<file path="config.mk">
export PLATFORM = sky130hd
export DESIGN_NAME = param_shift_register
export DESIGN_NICKNAME = d
export VERILOG_FILES = /design/src/rtl/shreg_pkg.sv /design/src/rtl/shreg_step.sv /design/src/rtl/param_shift_register.sv
export SDC_FILE = /design/constraint.sdc
export NUM_CORES = 1
export LEC_CHECK = 0
export CAP_MARGIN = 5
export CORE_ASPECT_RATIO = 1.75
export CORE_MARGIN = 10
export CORE_UTILIZATION = 54
export CTS_BUF_LIST = sky130_fd_sc_hd__clkbuf_4
export DETAILED_ROUTE_END_ITERATION = 10
export PLACE_DENSITY_LB_ADDON = 0.05
export SETUP_SLACK_MARGIN = 0.3
export SLEW_MARGIN = 30
export SYNTH_ARGS = -nofsm -noshare
export SYNTH_HDL_FRONTEND = slang
export SYNTH_SLANG_ARGS = --single-unit
</file>
<file path="constraint.sdc">
create_clock -name clk -period 3.5 [get_ports clk]
set_clock_uncertainty 0.05 [all_clocks]
set_input_delay 0.7 -clock clk [delete_from_list [all_inputs] [get_ports clk]]
set_output_delay 0.7 -clock clk [all_outputs]
set_load 0.1 [all_outputs]
</file>
<file path="src/rtl/shreg_pkg.sv">
// Shared definitions for the universal shift register.
// Provides the 3-bit mode encodings, the burst FSM state type and a helper
// that tells whether a mode can be launched as a multi-step burst.
package shreg_pkg;

    localparam logic [2:0] MODE_HOLD = 3'b000;
    localparam logic [2:0] MODE_LOAD = 3'b001;
    localparam logic [2:0] MODE_SHL  = 3'b010;
    localparam logic [2:0] MODE_SHR  = 3'b011;
    localparam logic [2:0] MODE_ROL  = 3'b100;
    localparam logic [2:0] MODE_ROR  = 3'b101;
    localparam logic [2:0] MODE_CLR  = 3'b110;
    localparam logic [2:0] MODE_ASR  = 3'b111;

    typedef enum logic [1:0] {
        ST_IDLE = 2'd0,
        ST_RUN  = 2'd1,
        ST_FIN  = 2'd2
    } state_e;

    // Only the shift/rotate family is meaningful when repeated.
    function automatic logic is_burst_mode(input logic [2:0] m);
        return (m == MODE_SHL) || (m == MODE_SHR) || (m == MODE_ROL) ||
               (m == MODE_ROR) || (m == MODE_ASR);
    endfunction

endpackage

</file>
<file path="src/rtl/shreg_step.sv">
// One-step next-value logic for the universal register (purely combinational).
// Ports:
//   q      - current register contents
//   mode   - operation select (shreg_pkg MODE_* encodings)
//   d      - parallel load data
//   sin_l  - serial bit entering at the MSB on right shifts
//   sin_r  - serial bit entering at the LSB on left shifts
//   q_next - value the register takes if this step is applied
module shreg_step
    import shreg_pkg::*;
#(
    parameter int unsigned WIDTH = 8
) (
    input  logic [WIDTH-1:0] q,
    input  logic [2:0]       mode,
    input  logic [WIDTH-1:0] d,
    input  logic             sin_l,
    input  logic             sin_r,
    output logic [WIDTH-1:0] q_next
);

    always_comb begin
        q_next = q;
        unique case (mode)
            MODE_HOLD: q_next = q;
            MODE_LOAD: q_next = d;
            MODE_SHL:  q_next = {q[WIDTH-2:0], sin_r};
            MODE_SHR:  q_next = {sin_l, q[WIDTH-1:1]};
            MODE_ROL:  q_next = {q[WIDTH-2:0], q[WIDTH-1]};
            MODE_ROR:  q_next = {q[0], q[WIDTH-1:1]};
            MODE_CLR:  q_next = '0;
            MODE_ASR:  q_next = {q[WIDTH-1], q[WIDTH-1:1]};
            default:   q_next = q;
        endcase
    end

endmodule

</file>
<file path="src/rtl/param_shift_register.sv">
// Parametrised universal register with single-cycle ops and a counted burst
// mode (shift/rotate by shamt places, one place per clock).
// Ports:
//   clk, rst_n     - rising-edge clock, asynchronous active-low reset
//   mode           - operation select (shreg_pkg MODE_* encodings)
//   d              - parallel load data
//   sin_l, sin_r   - serial inputs at the MSB / LSB ends
//   start, shamt   - launch a burst of 'mode' for 'shamt' steps (0..WIDTH)
//   q              - register contents
//   sout_l, sout_r - q MSB / LSB
//   busy, done     - burst in progress / one-cycle completion pulse
module param_shift_register
    import shreg_pkg::*;
#(
    parameter int unsigned WIDTH = 8,
    parameter int unsigned CW    = $clog2(WIDTH + 1)
) (
    input  logic             clk,
    input  logic             rst_n,
    input  logic [2:0]       mode,
    input  logic [WIDTH-1:0] d,
    input  logic             sin_l,
    input  logic             sin_r,
    input  logic             start,
    input  logic [CW-1:0]    shamt,
    output logic [WIDTH-1:0] q,
    output logic             sout_l,
    output logic             sout_r,
    output logic             busy,
    output logic             done
);

    state_e           state_q, state_d;
    logic [CW-1:0]    cnt_q, cnt_d;
    logic [2:0]       mode_q, mode_d;
    logic [WIDTH-1:0] q_q, q_d;
    logic             busy_q, busy_d;
    logic             done_q, done_d;

    logic [CW-1:0]    shamt_sat;
    logic [2:0]       step_mode;
    logic [WIDTH-1:0] step_q;
    logic             launch;

    // Out-of-range step counts clamp to a full-width burst.
    assign shamt_sat = (shamt > CW'(WIDTH)) ? CW'(WIDTH) : shamt;
    assign launch    = start && is_burst_mode(mode);
    assign step_mode = (state_q == ST_RUN) ? mode_q : mode;

    shreg_step #(
        .WIDTH (WIDTH)
    ) u_step (
        .q      (q_q),
        .mode   (step_mode),
        .d      (d),
        .sin_l  (sin_l),
        .sin_r  (sin_r),
        .q_next (step_q)
    );

    // State register
    always_ff @(posedge clk or negedge rst_n) begin
        if (!rst_n) begin
            state_q <= ST_IDLE;
            cnt_q   <= '0;
            mode_q  <= MODE_HOLD;
            q_q     <= '0;
            busy_q  <= 1'b0;
            done_q  <= 1'b0;
        end else begin
            state_q <= state_d;
            cnt_q   <= cnt_d;
            mode_q  <= mode_d;
            q_q     <= q_d;
            busy_q  <= busy_d;
            done_q  <= done_d;
        end
    end

    // Next-state logic
    always_comb begin
        state_d = state_q;
        cnt_d   = cnt_q;
        mode_d  = mode_q;
        unique case (state_q)
            ST_IDLE: begin
                if (launch) begin
                    mode_d  = mode;
                    cnt_d   = shamt_sat;
                    state_d = (shamt_sat == '0) ? ST_FIN : ST_RUN;
                end
            end
            ST_RUN: begin
                cnt_d = cnt_q - CW'(1);
                if (cnt_q == CW'(1)) begin
                    state_d = ST_FIN;
                end
            end
            ST_FIN: begin
                state_d = ST_IDLE;
            end
            default: begin
                state_d = ST_IDLE;
            end
        endcase
    end

    // Datapath and registered handshake outputs
    always_comb begin
        q_d = q_q;
        unique case (state_q)
            ST_IDLE: q_d = launch ? q_q : step_q;
            ST_RUN:  q_d = step_q;
            ST_FIN:  q_d = q_q;
            default: q_d = q_q;
        endcase
        // busy covers RUN and the trailing FIN cycle; done marks the FIN->IDLE edge.
        busy_d = (state_d != ST_IDLE);
        done_d = (state_q == ST_FIN);
    end

    assign q      = q_q;
    assign sout_l = q_q[WIDTH-1];
    assign sout_r = q_q[0];
    assign busy   = busy_q;
    assign done   = done_q;

endmodule
</file>
==> results.txt <==
Once the floorplan was initialized, standard cells occupied 56.6% of the core. The number of sinks on the clock net is 19. The library cell used most frequently in the layout, excluding fill and tap cells, is sky130_fd_sc_hd__clkdlybuf4s50_1.

For this design, the CTS-stage hold fixing added 0 buffers. TritonCTS built the clock tree. The layout overhead on the synthesized area came out at 22.0%.

The run finished with clean final reports. The xor-xnor portion of the synthesized cell area is 0%, and the share of Yosys cell area claimed by the top area cell type is 37.0%. The floorplan step defined a core boundary enclosing 2270 sq um.

For the count of final max-slew check failures, the log shows 0. The path class of the lowest-slack min-delay path is reg -> reg. For the final routed database, the setup TNS stands at 0 ns. The run gives 0 as the final-report setup violation count. The post-route netlist has 19.1% of its cells at a drive strength greater than 1. Headroom to the max-slew limit came out at 35.1%. At the pin with the least slew margin, the transition time is 0.971 ns. After Yosys synthesis, full adders, half adders and majority gates account for 1.95% of the synthesized area.

Source-to-sink clock delay at the later pin of the worst-skew pair: 0.29 ns. The run gives 32 as the number of primary I/O pins. The biggest area contributor in the post-synthesis netlist is sky130_fd_sc_hd__dfrtp_1. The number of optimization iterations in the first detailed-route pass was 4; the post-synthesis area per instance was 9.53 sq um.

The horizontal die dimension works out to 56.9 um. The global-route wire length before repair was 5.46 mm; the required time of the critical path was 3.64 ns. The critical-path maximum fanout works out to 18.

Total wire length: 3.14 mm. The worst path needs 2.62 ns of the cycle, external delays included. After detailed routing, the average wire length per cell comes to 16.8 um. Across the run, the number of max-cap violations was 0.

For this run, the leading register cell type out of synthesis is sky130_fd_sc_hd__dfrtp_1. The detailed router finished its first iteration with 43 violations. Kind of start point of the critical path: a register. The run gives 1 as the maximum level of the CTS H-tree. The async set or reset register ratio after synthesis was 100%; the summed instance area of the synthesized netlist was 1290 sq um. The netlist uses 37 different library cells. After synthesis, the share of cell area in mux cells is 8.95%. The final critical-path share of the clock period was 74.8%; the sequential area share after synthesis was 37.0%. STA classifies the critical path endpoint as a register. Post-CTS timing repair inserted 0 buffers for setup. For the number of synthesis warnings, the log shows 0.

The worst setup path is of the reg -> reg kind. The net count of the finished layout is 185. The logs give 2.76 ns for the data arrival time at the worst-slack endpoint and 3 for the number of buffers created by CTS.

During placement, the flow inserted port buffers numbering 31. After clock tree synthesis, the clock-pin slew on the worst setup and hold paths is 0.10 ns. Global routing used 13.5% of the available tracks across all layers. For this block, the via count after detailed routing is 1138.

The via count of the first global-routing pass came out at 1156. Hold violation count in the final report: 0. In the routed design, unresolved DRC markers number 0. Timing would allow up to 0.382 GHz.

The number of nets in the synthesized netlist is 157. By area the synthesized netlist is led by sky130_fd_sc_hd__dfrtp_1, sky130_fd_sc_hd__nor2_1, sky130_fd_sc_hd__a221oi_1. The complex-gate fraction of the synthesized area works out to 24.4%. The initial antenna violation count was 0. The top cell types in the final layout, fill and taps aside, are sky130_fd_sc_hd__clkdlybuf4s50_1, sky130_fd_sc_hd__dfrtp_1, sky130_fd_sc_hd__nor2_1. The tools report the clock tree root buffer cell as sky130_fd_sc_hd__clkbuf_4.

Counting the fill cells in the layout gives 191. In the synthesized netlist, the number of instances is 135. By area, the combinational part of the netlist is dominated by compound AO/OA/AOI/OAI gates. Entering global routing, the biggest net connects 20 pins. The die covers 4810 sq um. Routability-driven placement finished with a final weighted congestion of 0.863. The number of flops mapped to enable cells by yosys works out to 0.

The synthesized netlist devotes 20.7% of its cell area to simple gates. Setup repair after global routing left no endpoint under its margin. After synthesis the netlist holds a flip-flop and latch count of 19.

In this run the vertical extent of the chip is 84.6 um. For the detailed-placement wirelength estimate, the log shows 2.48 mm. In this run the remaining antenna-violating nets after routing total 0.

In the routed layout, each cell is associated on average with a via count of 6.09. The initialized floorplan defines 23 standard-cell rows. The number of antenna diodes in the final layout is 0. In this run the deepest clock path goes through 2 buffers.

After clock tree synthesis, the repair step resized 0 gates. Summed over all layers, the global routing overflow is 0.
[layout make-up]
cell class | instances | area (sq um) | share of cell area [%]
Clock buffer | 4 | 30.0 | 1.91
Inverter | 7 | 26.3 | 1.67
Multi-Input combinational cell | 101 | 721 | 45.9
Sequential cell | 19 | 475 | 30.3
Tap cell | 25 | 31.3 | 1.99
Timing Repair Buffer | 31 | 285 | 18.2
[registers in the layout (all words and copies together), names as in the netlist]
signal	count
mode_q	3
q	8
busy	1
cnt_q	4
state_q	2
done	1
[stage by stage]
stage	std cells	util [%]	instance area [sq um]	hold WS [ns]	setup slack, ns
2_1_floorplan	135	-	1290	0.354	1.38
3_3_place_gp	183	67.7	1540	0.471	0.739
5_1_grt	187	69.0	1570	0.542	0.712
4_1_cts	187	69.0	1570	0.514	0.893
6_report	187	69.0	1570	0.509	0.882
3_5_place_dp	183	67.7	1540	0.491	0.694
[metal layers]
metal | vias to the layer above | part of all wire, % | GRT usage (%) | wire length [um]
met5 | - | 0 | 0 | 0
met4 | 0 | 3.4 | 7.94 | 106
met3 | 10 | 7.3 | 3.62 | 230
met2 | 39 | 51 | 23.2 | 1600
met1 | 539 | 38 | 14.0 | 1200
li1 | 550 | - | - | -
[cell usage after synthesis, drive strengths merged (2+ instances only)]
| cell type | number |
|---|---|
| a21oi | 8 |
| a221oi | 7 |
| a311oi | 2 |
| a32oi | 2 |
| and3b | 2 |
| buf | 6 |
| clkbuf | 2 |
| dfrtp | 19 |
| ha | 2 |
| inv | 7 |
| mux2 | 6 |
| mux2i | 4 |
| nand2 | 13 |
| nor2 | 18 |
| nor2b | 8 |
| nor3 | 2 |
| o21ai | 7 |
| o31ai | 7 |
[logic make-up (layout without fill, tap and decap cells)]
logic type | count (synthesis) | in the layout
simple gates | 50 | 50
compound gates | 39 | 39
flops | 19 | 19
buf+inv | 15 | 42
mux | 10 | 10
fa+ha+maj | 2 | 2
[final timing paths]
path                                            from                     to  slack (ns)  cells after the start
worst max-delay path            state_q[0]$_DFF_PN0_       q[2]$_DFFE_PN0P_        0.88                      5
worst min register to register  cnt_q[3]$_DFFE_PN0P_   cnt_q[3]$_DFFE_PN0P_        0.51                      2
worst min-delay path            cnt_q[3]$_DFFE_PN0P_   cnt_q[3]$_DFFE_PN0P_        0.51                      2
worst max register to register  state_q[0]$_DFF_PN0_       q[2]$_DFFE_PN0P_        0.88                      5
min in group asynchronous                      rst_n       q[0]$_DFFE_PN0P_        0.84                      1
max in group asynchronous                      rst_n  mode_q[0]$_DFFE_PN0P_        2.03                      1
[critical path, cell delays in order, from the launching register on]
cell                       delay (ns)
sky130_fd_sc_hd__dfrtp_1         0.74
sky130_fd_sc_hd__nor2b_4         0.48
sky130_fd_sc_hd__mux2_4          0.41
sky130_fd_sc_hd__a311oi_4        0.38
sky130_fd_sc_hd__a221oi_1        0.15
sky130_fd_sc_hd__o31ai_1         0.30
Power is left out: the tool's default activity adds up to more than one toggle a clock period on the data nets, which glitch-free logic cannot reach.
